File: config.mk
export PLATFORM = sky130hd
export DESIGN_NAME = game_state_ctrl
export DESIGN_NICKNAME = d
export VERILOG_FILES = /design/src/rtl/game_pkg.sv /design/src/rtl/sw_debounce.sv /design/src/rtl/game_state_ctrl.sv
export SDC_FILE = /design/constraint.sdc
export NUM_CORES = 1
export LEC_CHECK = 0
export CORE_MARGIN = 3
export CORE_UTILIZATION = 40
export CTS_BUF_LIST = sky130_fd_sc_hd__clkbuf_16
export CTS_CLUSTER_SIZE = 8
export DETAILED_ROUTE_END_ITERATION = 16
export PLACE_DENSITY = 0.6
export SLEW_MARGIN = 20
export SYNTH_ARGS = -nofsm -noshare
export SYNTH_HDL_FRONTEND = slang
export SYNTH_HIERARCHICAL = 1
export SYNTH_SLANG_ARGS = --single-unit
File: constraint.sdc
create_clock -name clk -period 2.45 [get_ports clk]
set_clock_uncertainty 0.05 [all_clocks]
set_input_delay 0.3675 -clock clk [delete_from_list [all_inputs] [get_ports clk]]
set_output_delay 0.3675 -clock clk [all_outputs]
set_load 0.02 [all_outputs]
File: src/rtl/game_pkg.sv
// Shared game-flow definitions: state encodings and music source selection.
// Also used by pixel_gen and SampleDisplay so all blocks agree on the encoding.
package game_pkg;

    typedef enum logic [2:0] {
        STATE_RESET = 3'b000,
        STATE_GAME  = 3'b001,
        STATE_OVER  = 3'b010,
        STATE_PAUSE = 3'b011
    } game_state_t;

    localparam logic MUSIC_TITLE = 1'b0;
    localparam logic MUSIC_GAME  = 1'b1;

endpackage

File: src/rtl/sw_debounce.sv
// Two-flop synchroniser followed by a stability-counter debouncer for one
// board switch. The debounced value only follows the input after it has
// differed from it for DEBOUNCE_CYCLES consecutive cycles.
module sw_debounce #(
    parameter int unsigned DEBOUNCE_CYCLES = 1000000
) (
    input  logic clk,
    input  logic rst,
    input  logic sw,
    output logic sw_db
);

    localparam int unsigned CNT_W = (DEBOUNCE_CYCLES > 1) ? $clog2(DEBOUNCE_CYCLES) : 1;
    localparam logic [CNT_W-1:0] CNT_LAST = CNT_W'(DEBOUNCE_CYCLES - 1);

    logic             sync1_q;
    logic             sync2_q;
    logic             db_q;
    logic [CNT_W-1:0] cnt_q;

    // Bring the asynchronous switch level into the clock domain.
    always_ff @(posedge clk or negedge rst) begin
        if (!rst) begin
            sync1_q <= 1'b0;
            sync2_q <= 1'b0;
        end else begin
            sync1_q <= sw;
            sync2_q <= sync1_q;
        end
    end

    // Count how long the synchronised input has disagreed with the accepted value.
    always_ff @(posedge clk or negedge rst) begin
        if (!rst) begin
            db_q  <= 1'b0;
            cnt_q <= '0;
        end else if (sync2_q == db_q) begin
            cnt_q <= '0;
        end else if (cnt_q == CNT_LAST) begin
            db_q  <= sync2_q;
            cnt_q <= '0;
        end else begin
            cnt_q <= cnt_q + CNT_W'(1);
        end
    end

    assign sw_db = db_q;

endmodule

File: src/rtl/game_state_ctrl.sv
// Registered game-flow controller: debounces the board switches, edge-detects
// the die flag, runs the RESET/GAME/OVER/PAUSE state machine, and keeps the
// elapsed game time shown on the seven-segment display.
module game_state_ctrl
    import game_pkg::*;
#(
    parameter int unsigned DEBOUNCE_CYCLES = 1000000,
    parameter int unsigned TICK_DIV        = 100000000,
    parameter int unsigned TIME_MAX        = 999
) (
    input  logic       clk,
    input  logic       rst,
    input  logic       sw_run,
    input  logic       sw_quit,
    input  logic       sw_pause,
    input  logic       die,
    output logic [2:0] state,
    output logic       play_rst,
    output logic       music_sel,
    output logic       music_en,
    output logic [9:0] game_time,
    output logic       time_tick
);

    localparam int unsigned PRESC_W = (TICK_DIV > 1) ? $clog2(TICK_DIV) : 1;
    localparam logic [PRESC_W-1:0] PRESC_LAST = PRESC_W'(TICK_DIV - 1);
    localparam logic [9:0] TIME_LIMIT = 10'(TIME_MAX);

    logic run_db;
    logic quit_db;
    logic pause_db;

    logic die_sync1_q;
    logic die_sync2_q;
    logic die_dly_q;
    logic die_rise;

    game_state_t state_q;
    game_state_t state_d;

    logic [PRESC_W-1:0] presc_q;
    logic [9:0]         game_time_q;
    logic               time_tick_q;

    sw_debounce #(.DEBOUNCE_CYCLES(DEBOUNCE_CYCLES)) u_run_db (
        .clk   (clk),
        .rst   (rst),
        .sw    (sw_run),
        .sw_db (run_db)
    );

    sw_debounce #(.DEBOUNCE_CYCLES(DEBOUNCE_CYCLES)) u_quit_db (
        .clk   (clk),
        .rst   (rst),
        .sw    (sw_quit),
        .sw_db (quit_db)
    );

    sw_debounce #(.DEBOUNCE_CYCLES(DEBOUNCE_CYCLES)) u_pause_db (
        .clk   (clk),
        .rst   (rst),
        .sw    (sw_pause),
        .sw_db (pause_db)
    );

    // Synchronise die and keep one delayed copy so only a fresh rising edge counts.
    always_ff @(posedge clk or negedge rst) begin
        if (!rst) begin
            die_sync1_q <= 1'b0;
            die_sync2_q <= 1'b0;
            die_dly_q   <= 1'b0;
        end else begin
            die_sync1_q <= die;
            die_sync2_q <= die_sync1_q;
            die_dly_q   <= die_sync2_q;
        end
    end

    assign die_rise = die_sync2_q & ~die_dly_q;

    // State register.
    always_ff @(posedge clk or negedge rst) begin
        if (!rst) begin
            state_q <= STATE_RESET;
        end else begin
            state_q <= state_d;
        end
    end

    // Next-state logic; leaving run wins over death, death over quit, quit over pause.
    always_comb begin
        state_d = state_q;
        case (state_q)
            STATE_RESET: begin
                if (run_db) state_d = STATE_GAME;
            end
            STATE_GAME: begin
                if (!run_db)       state_d = STATE_RESET;
                else if (die_rise) state_d = STATE_OVER;
                else if (quit_db)  state_d = STATE_OVER;
                else if (pause_db) state_d = STATE_PAUSE;
            end
            STATE_PAUSE: begin
                if (!run_db)       state_d = STATE_RESET;
                else if (quit_db)  state_d = STATE_OVER;
                else if (!pause_db) state_d = STATE_GAME;
            end
            STATE_OVER: begin
                if (!run_db) state_d = STATE_RESET;
            end
            default: state_d = STATE_RESET;
        endcase
    end

    // Elapsed-time counter: runs only in GAME, clears in RESET, holds otherwise.
    always_ff @(posedge clk or negedge rst) begin
        if (!rst) begin
            presc_q     <= '0;
            game_time_q <= '0;
            time_tick_q <= 1'b0;
        end else if (state_q == STATE_RESET) begin
            presc_q     <= '0;
            game_time_q <= '0;
            time_tick_q <= 1'b0;
        end else if (state_q == STATE_GAME) begin
            if (presc_q == PRESC_LAST) begin
                presc_q     <= '0;
                time_tick_q <= 1'b1;
                if (game_time_q != TIME_LIMIT) begin
                    game_time_q <= game_time_q + 10'd1;
                end
            end else begin
                presc_q     <= presc_q + PRESC_W'(1);
                time_tick_q <= 1'b0;
            end
        end else begin
            time_tick_q <= 1'b0;
        end
    end

    assign state     = state_q;
    assign play_rst  = (state_q == STATE_RESET);
    assign music_sel = ((state_q == STATE_GAME) || (state_q == STATE_PAUSE)) ? MUSIC_GAME : MUSIC_TITLE;
    assign music_en  = (state_q != STATE_PAUSE);
    assign game_time = game_time_q;
    assign time_tick = time_tick_q;

endmodule

## Word-level counts from Yosys, hierarchy flattened

Index checks and enable logic that the tools add are counted.

- Flip-flop bits (word level): 113
- Input bits: 6
- Output and inout port bits: 17

- Bitwise gates (word level): 5
- Reduce and logical (&&, ||, !) cells: 10
- Add/subtract/negate cells: 5
- Mux-type cells: 27
- Equal/unequal tests: 16

Operators with widths:

| kind | count |
|---|---|
| $mux 20 | 6 |
| $mux 27 | 3 |
| $add 20x1->20 const B | 3 |
| $eq 20x20->1 const B | 3 |
| $mux 10 | 4 |
| $add 27x1->27 const B | 1 |
| $eq 27x27->1 const B | 1 |
| $mux 3 | 9 |
| $pmux 3 s4 | 1 |
| $add 10x1->10 const B | 1 |
| $ne 10x10->1 const B | 1 |
| $eq 3x2->1 const B | 2 |
| $reduce_and 2->1 | 3 |
| $reduce_bool 2->1 | 3 |
| $ne 5x3->1 const B | 1 |
| $mux 1 | 4 |
| $ne 4x4->1 const B | 1 |
| $not 1->1 | 4 |
| $reduce_and 4->1 | 1 |
| $eq 1x1->1 | 3 |
| $eq 3x1->1 const B | 1 |
| $logic_not 3->1 | 1 |
| $ne 3x2->1 const B | 1 |
| $reduce_and 3->1 | 1 |
| 4 further kinds | 4 |

## Longest topological paths before layout

Gate-level depths: netlist of the first run.

- Word-level depth: 5
- Gate-level depth with buffers: 7
- Gate-level depth less buffers: 6

## Hierarchy

Netlist of the first run, hierarchy kept.

Modules (own cells, without submodules):

| module | cells an instance | seq. area each (um^2) | times used | area an instance (um^2) |
|---|---|---|---|---|
| sw_debounce | 108 | 575.6 | 3 | 1114.8 |
| game_state_ctrl | 244 | 1076.0 | 1 | 2299.7 |

## Least setup slack after synthesis of the first run

No wires, ideal clock.

- Path kind: register -> register
- Start point: register presc_q[0]
- End point: register game_time_q[8] (netlist: game_time[8])
- Buffers on the path: 0
- Setup slack: 0.329 ns
- Data arrival time: 1.940 ns
- Cell stages (with the launch flop): 7
- Path through: dfrtp_1 > ha_1 > nand3_1 > or4_4 > nor4_2 > nor2_1 > or3_1

- Word-level cells in the longest chain between the ends: 3

RTL lines:

| item | RTL line | RTL |
|---|---|---|
| from (decl) | game_state_ctrl.sv:41 | `logic [PRESC_W-1:0] presc_q;` |
| from (signal assigned) | game_state_ctrl.sv:133 | `presc_q <= presc_q + PRESC_W'(1);` |
| $eq 27x27->1 | game_state_ctrl.sv:126 | `if (presc_q == PRESC_LAST) begin` |
| $reduce_bool 2->1 (no source line) | - |  |
| $reduce_and 3->1 (no source line) | - |  |
| to (signal assigned) | game_state_ctrl.sv:130 | `game_time_q <= game_time_q + 10'd1;` |
| to (decl) | game_state_ctrl.sv:42 | `logic [9:0] game_time_q;` |

Every way passes these cells.
A chain may end at the register's enable or synchronous reset.

## Worst setup path in the final report of the first run

Same ends and word-level chain as after synthesis.

==> impl.org, run 1 <==
** Status
- Run status :: finished, final reports clean

** Critical path
- At the worst endpoint, the required time is 2.63 ns.
- Kind of start point of the critical path :: flop
- Data on the critical path arrives at its endpoint at 2.44 ns.
- The worst setup path is captured at a flop.
- Of all nets on the critical path, the largest fanout is 6.
- Register-to-register path setup slack :: a little under 0.2 ns
- By startpoint and endpoint, the worst setup path is classified as reg -> reg.

** STA
- Worst Tran Pin Value :: 0.715 ns
- # setup viols final :: 0
- Final hold violations :: 0
- Fin Setup TNS :: 0 ns
- RSZ-0062 raised after global routing :: false
- For the finished layout, the period the worst path requires is 2.25 ns.
- Setup slack on the critical path of the routed design comes to between 0.15 and 0.2 ns.
- Highest clock frequency the design can meet :: around 440 MHz
- The max-slew violation total from the final report is 0.
- The worst pin sits at a relative slew slack of 52.4%.
- Ratio of final minimum period to clock period :: 91.9%

** Global route
- The via count of the first global-routing pass came to 4144.
- Initial antenna violation count :: 0
- Overflow after GRT :: 0
- GR Util All Layers :: 15.3%
- The first global-routing pass estimated about 20000 um of wire.
- Entering global routing, the biggest net connects 62 pins.

** Routing
- Number of DRC markers in iteration 0 :: around 270
- After detailed routing, the number of remaining DRC violations is 0.
- Summed over all layers, the routed wires come to 11400 um.
- Summing over every cut layer, the via total after detailed routing is 4251.
- Before antenna repair, the detailed router went through 5 iterations.
- Post-DR wirelength/cell :: 14.5 um
- Number of vias per cell :: roughly 5.4
- Once detail routing completed, the nets flagged for antenna violations numbered 0.

** Floorplanning
- 23 I/O pins were placed.
- Die extent in y :: 125 um
- Cell row count :: 42
- After floorplanning, the core was sized to cover 0.0135 sq mm.
- The die covers 0.0156 sq mm.
- Starting utilization of the core area :: 41.8%
- Die Span X :: 125 um

** Logic synthesis
- By area the synthesized netlist is led by sky130_fd_sc_hd__dfrtp_1 50%, sky130_fd_sc_hd__xnor2_1 6.1%, sky130_fd_sc_hd__nor2_1 5.6%, sky130_fd_sc_hd__xor2_1 4.0%, sky130_fd_sc_hd__nand3_1 2.9%.
- In the synthesized netlist, the cells that appear most often are 112 x sky130_fd_sc_hd__dfrtp_1, 84 x sky130_fd_sc_hd__nor2_1, 40 x sky130_fd_sc_hd__nand2_1, 39 x sky130_fd_sc_hd__xnor2_1, 33 x sky130_fd_sc_hd__nand3_1.
- After synthesis, the share of flip-flops with an asynchronous set or reset is 100%.
- Most common flop cell mapped by yosys :: sky130_fd_sc_hd__dfrtp_1
- The mapped netlist covers around 0.0056 sq mm.
- Number of storage elements in the synthesis netlist :: 112
- Synthesis instantiated between 50 and 60 different standard cells from the library.
- Area share of the leading cell type in the synthesized netlist :: 49.7%
- Number of nets produced by synthesis :: just under 600
- Mean post-synth cell area :: just under 10 sq um
- Post-synth EDFFs :: 0
- Most repeated cell in the gate-level netlist after synthesis :: sky130_fd_sc_hd__dfrtp_1
- Gate Count Post-Synth :: 568
- Summed over all instances, the cell type with the most area after synthesis is sky130_fd_sc_hd__dfrtp_1.
- For this run, the number of Yosys warnings is 6.
- Sequential area share after synthesis :: 49.7%

** Clock network
- Post-CTS repair timing setup buffer count :: 0
- The tree built by TritonCTS fans out to 112 sinks.
- Total CTS buffers :: 9
- CTS built an H-tree with a depth of 3.
- Buffer levels on the longest clock path :: 2
- TritonCTS clock tree :: built
- CTS placed an instance of sky130_fd_sc_hd__clkbuf_16 at the clock tree root.
- Clock-pin slew was measured on the worst setup and hold paths at approximately 0.080 ns.
- Clk Latency, worst-skew pair :: 0.35 ns

** Power
- In this run the power density over the cells is 520 mW/mm^2.
- The analysis attributes to cell leakage a power of 2.55 nW.
- Total power after layout :: about 3.4 mW
- Max IR drop VDD :: 0.296 mV

** Min path
- Class of the tightest hold or removal check :: reg -> reg

** Layout
- Share of post-route cells with drive strength above 1 :: 10.0%
- After the last flow step, the layout net total stands at 617.
- Layout filler cell count :: roughly 1200
- The area growth from synthesis to layout is 14.3%.
- Cells fill 47.8% of the core in the end.
- Diode count :: 0
- The finished cells cover 0.00645 sq mm.

** Placed design
- The placed instances occupy a cell area of slightly above 0.006 sq mm.
- Timing analysis after detailed placement gives a worst setup slack of 0.202 ns.
- DP Wirelength :: 8040 um
- Number of buffers added on ports :: 21
- Final GP Congestion :: 0.836

** Flow run
- The tool flagged a number of max-cap violations equal to 0.
per-stage QoR:
stage          cells  hold slack (ns)
2_1_floorplan    568           0.0219
3_3_place_gp     770            0.256
3_5_place_dp     770            0.257
4_1_cts          786            0.303
5_1_grt          786            0.310
6_report         786            0.300
final cells by class:
| type | count | area [sq um] | share of cell area, % |
|---|---|---|---|
| sequential | 112 | 2800 | 43.4 |
| multi-input combinational | 424 | 2730 | 42.3 |
| timing repair buffer | 39 | 358 | 5.54 |
| clock buffer | 9 | 225 | 3.49 |
| tap | 176 | 220 | 3.41 |
| inverter | 20 | 75.1 | 1.16 |
| clock inverter | 6 | 45.0 | 0.698 |
kinds of logic after synthesis:
group | synth area share [%]
simple gates | 28.0
flops | 49.7
xor+xnor | 10.1
compound gates | 6.65
buf+inv | 2.37
mux | 2.04
fa+ha+maj | 1.11
other cells | 0.0664
power by group:
| part | leakage, nW | total [mW] | internal (mW) | switching [mW] |
|---|---|---|---|---|
| clock | 0.130 | 1.38 | 0.691 | 0.688 |
| combinational | 0.883 | 0.0957 | 0.0300 | 0.0657 |
| sequential | 1.54 | 1.88 | 1.87 | 0.0177 |
| total | 2.55 | 3.36 | 2.59 | 0.772 |
timing repair:
item / in CTS / in global routing
hold buffers: 1 / 0
endpoints found under the setup margin: 0 / 3
endpoints found under the hold margin: 23 / 0
resized for setup: 0 / 2
cell usage in the layout (no fill, tap or decap), drive strengths merged, types with 20 or more instances in the layout:
cell type / synthesis / final
dfrtp: 112 / 112
nand4: 28 / 28
xnor2: 39 / 39
inv: 20 / 23
nand2: 40 / 40
xor2: 26 / 26
clkdlybuf4s50: 0 / 20
nor4: 20 / 20
nand3: 33 / 33
nor2: 85 / 85
final timing paths:
path | startpoint | to | cells after the start
min reg2reg | die_sync1_q | die_sync2_q | 0
max in group asynchronous | rst | presc_q[9] | 3
max reg2reg | presc_q[0] | game_time[8] | 6
min in group asynchronous | rst | u_quit_db/cnt_q[10] | 2
min | die_sync1_q | die_sync2_q | 0
max | presc_q[0] | game_time[8] | 6
state kept, by name, summed over array words and instances (netlist names):
name and cells:
presc_q 27, u_pause_db/cnt_q 20, u_quit_db/cnt_q 20, u_run_db/cnt_q 20, game_time 10, state 2, die_dly_q 1, die_sync1_q 1
die_sync2_q 1, time_tick 1, u_pause_db/sw_db 1, u_pause_db/sync1_q 1, u_pause_db/sync2_q 1, u_quit_db/sw_db 1, u_quit_db/sync1_q 1, u_quit_db/sync2_q 1
u_run_db/sw_db 1, u_run_db/sync1_q 1, u_run_db/sync2_q 1
metal layers:
| metal | vias to the layer above | share of wire (%) | routed length (um) | track usage (%) |
|---|---|---|---|---|
| met3 | 13 | 3.0 | 340 | 2.40 |
| met4 | 0 | 1.9 | 211 | 6.19 |
| met5 | - | 0 | 0 | 0 |
| li1 | 2107 | - | - | - |
| met2 | 67 | 45 | 5160 | 23.0 |
| met1 | 2064 | 50 | 5680 | 21.9 |
critical path, stage by stage, from the launching register on:
cell	delay, ns
sky130_fd_sc_hd__dfrtp_1	0.38
sky130_fd_sc_hd__ha_1	0.16
sky130_fd_sc_hd__nand3_1	0.18
sky130_fd_sc_hd__or4_4	0.55
sky130_fd_sc_hd__nor4_2	0.36
sky130_fd_sc_hd__nor2_1	0.07
sky130_fd_sc_hd__or3_1	0.38
(Power assumes the default switching activity.)
==> inputs of run 2 (changes only) <==
Clock period 2.45 ns to 2.5 ns, I/O delays scaled along.
==> run 2 against run 1 <==
Clock-buffer cell count is the same; via count shrank 0.54%; combinational power shrank 0.9%; die area is the same; largest cell class unchanged; non-clock buffer count shrank 2; clock power grew 12%; total power grew 3.9%; sequential share of layout area shrank 0.18 points; critical path depth grew 2; register-to-register slack gained 0.07 ns; sequential power is essentially flat; setup slack gained 0.067 ns.
==> impl.org, run 2 (same netlist as run 1, synthesis figures left out) <==
** Routing
- Highest signal layer in the routed design :: met4
- WL final :: 11200 um
- Number of vias per cell :: roughly 5.4
- Post-DR wirelength/cell :: roughly 14 um
- The first detailed-routing pass took 5 iterations.
- In this run, the number of DRC markers left after iteration 0 of detailed routing was about 230.
- DRT antenna net count :: 0
- For this block, wires on met1 add up to between 5000 and 6000 um.
- Number of vias after detailed routing :: 4228
- For this run, design rule violations remaining after detail routing come to 0.
- Metal3 WL :: 469 um
- After detailed routing, the met2 layer carries about 5300 um of wire.

** Clock network
- In this run the deepest clock path goes through 2 buffers.
- For this design, the sink count on the clock tree is 112.
- TritonCTS built the clock tree.
- CTS HTree Levels :: 3
- Clk Latency, worst-skew pair :: 0.35 ns
- Total CTS buffers :: 9
- Cell at the root of the clock tree :: sky130_fd_sc_hd__clkbuf_16
- After clock tree synthesis, the clock-pin slew on the worst setup and hold paths is 0.07 ns.

** Layout
- The area growth from synthesis to layout is 14.8%.
- Share of post-route cells with drive strength above 1 :: under 10%
- Diode count :: 0
- In the final design database the tool counted 615 nets.
- Leading cell types in the layout, fill and taps excluded :: 112 x sky130_fd_sc_hd__dfrtp_1, 84 x sky130_fd_sc_hd__nor2_1, 40 x sky130_fd_sc_hd__nand2_1
- Register with the most flip-flops :: presc_q
- Leaving out fill and tap cells, the most frequent cell in the layout is sky130_fd_sc_hd__dfrtp_1.
- The register with the most flip-flops in the layout has 27 of them.
- Number of cells in the finished layout apart from fillers :: 784
- Layout filler cell count :: 1231
- Post-layout util :: roughly 48%

** STA
- Ratio of final minimum period to clock period :: 89.4%
- The routed design could run at a clock period as short as 2.23 ns.
- Final hold violations :: 0
- Setup repair after global routing left no endpoint under its margin.
- The max-slew violation total from the final report came to 0.
- Static timing analysis puts the maximum clock frequency at 448 MHz.
- Setup violations remaining at the end of the flow were counted as 0.
- The worst pin sits at a relative slew slack of 48.1%.
- Fin Setup TNS :: 0 ns
- For the pin with the worst max-slew slack, the measured transition is around 0.78 ns.

** Critical path
- Required time of the worst setup path :: around 2.7 ns
- STA classifies the critical path endpoint as a flop.
- The worst setup path is of the reg -> reg kind.
- For the worst setup path, the data arrival time is around 2.4 ns.
- Kind of start point of the critical path :: flop
- Launch point of the worst path :: presc_q[0]
- Of all nets on the critical path, the largest fanout is 10.
- The worst register-to-register path has a depth of 8.
- Startpoint of the most critical register-to-register path :: presc_q[0]

** Power
- Across the VDD grid, the largest voltage drop is 0.529 mV.
- In this run the power density over the cells is 538 mW/mm^2.
- In this run the static leakage power is 2.56 nW.

** Global route
- The first global-routing pass estimated 19400 um of wire.
- Global routing finished with a remaining overflow of 0.
- GR Util All Layers :: between 10 and 15%
- Pin count of the biggest net entering global routing :: 54
- The via count of the first global-routing pass was between 4000 and 5000.
- Initial antenna violation count :: 0

** Status
- Run status :: finished, final reports clean

** Floorplanning
- 23 I/O pins were placed.
- The die is 125 um tall.
- Core Box Area :: 0.0135 sq mm
- For this configuration, the core starts out at a cell density of 41.8%.
- In this run the horizontal extent of the chip is 125 um.
- Area enclosed by the die boundary :: 0.0156 sq mm
- Cell row count :: 42

** Flow run
- Across the run, the number of max-cap violations was 0.

** Min path
- Class of the tightest hold or removal check :: reg -> reg
- Number of instances on the worst hold path :: 0
- The worst hold path begins at die_sync1_q.

** Placed design
- Once placement completed, the tool counted placed cells totaling around 770.
- Number of buffers added on ports :: 21
- The congestion estimate from routability-driven global placement came to 0.882.
- DP Wirelength :: 7930 um
[run 2: cell count changes in the layout (fill, tap and decap cells not counted), sizes merged]
cell,delta
buf,-2
bufinv,+2
inv,-2
clkinv,+1
clkinvlp,-1
[run 2: area by class of cell]
cell class | count | area, sq um | share of cell area, %
Sequential cell | 112 | 2800 | 43.2
Multi-Input combinational cell | 424 | 2720 | 42.0
Timing Repair Buffer | 37 | 343 | 5.29
Clock buffer | 9 | 225 | 3.47
Tap cell | 176 | 220 | 3.40
Clock inverter | 6 | 93.8 | 1.45
Inverter | 20 | 75.1 | 1.16
[run 2: worst max-delay path, stage by stage (launching register included)]
cell and delay, ns:
sky130_fd_sc_hd__dfrtp_1 0.38, sky130_fd_sc_hd__ha_1 0.17, sky130_fd_sc_hd__nand3_1 0.14, sky130_fd_sc_hd__buf_4 0.20
sky130_fd_sc_hd__or3_1 0.38, sky130_fd_sc_hd__o41ai_2 0.29, sky130_fd_sc_hd__buf_4 0.24, sky130_fd_sc_hd__o22ai_1 0.08
sky130_fd_sc_hd__a21o_1 0.19
[run 2: worst paths after layout]
check	endpoint	slack, ns
max	presc_q[5]	0.27
min	die_sync2_q	0.31
max reg2reg	presc_q[5]	0.27
min reg2reg	die_sync2_q	0.31
max in group asynchronous	u_run_db/cnt_q[12]	1.21
min in group asynchronous	u_quit_db/cnt_q[10]	0.47
[run 2: metal layers]
layer | vias to the layer above | track usage [%]
li1 | 2099 | -
met1 | 2035 | 19.5
met2 | 80 | 24.0
met3 | 14 | 3.26
met4 | 0 | 5.16
met5 | - | 0
[run 2: per-stage QoR]
stage          total power, mW  cell area (sq um)  hold slack [ns]  worst slack, ns
2_1_floorplan             1.92               5640           0.0294            0.379
3_3_place_gp              1.98               6150            0.283            0.289
3_5_place_dp              1.98               6150            0.287            0.220
4_1_cts                   3.55               6470            0.304            0.200
5_1_grt                   3.63               6480            0.320           0.0112
6_report                  3.49               6480            0.305            0.266
[run 2: where the power goes]
part / internal [mW] / switching, mW / leakage (nW)
Combinational: 0.0306 / 0.0642 / 0.872
Sequential: 1.83 / 0.0178 / 1.54
Clock: 0.880 / 0.667 / 0.152
Total: 2.74 / 0.749 / 2.56
[run 2: what timing repair did]
item	CTS	global route
endpoints found under the setup margin	0	3
hold buffers	1	0
setup buffers	0	0
gates resized for setup	0	1
endpoints found under the hold margin	33	0
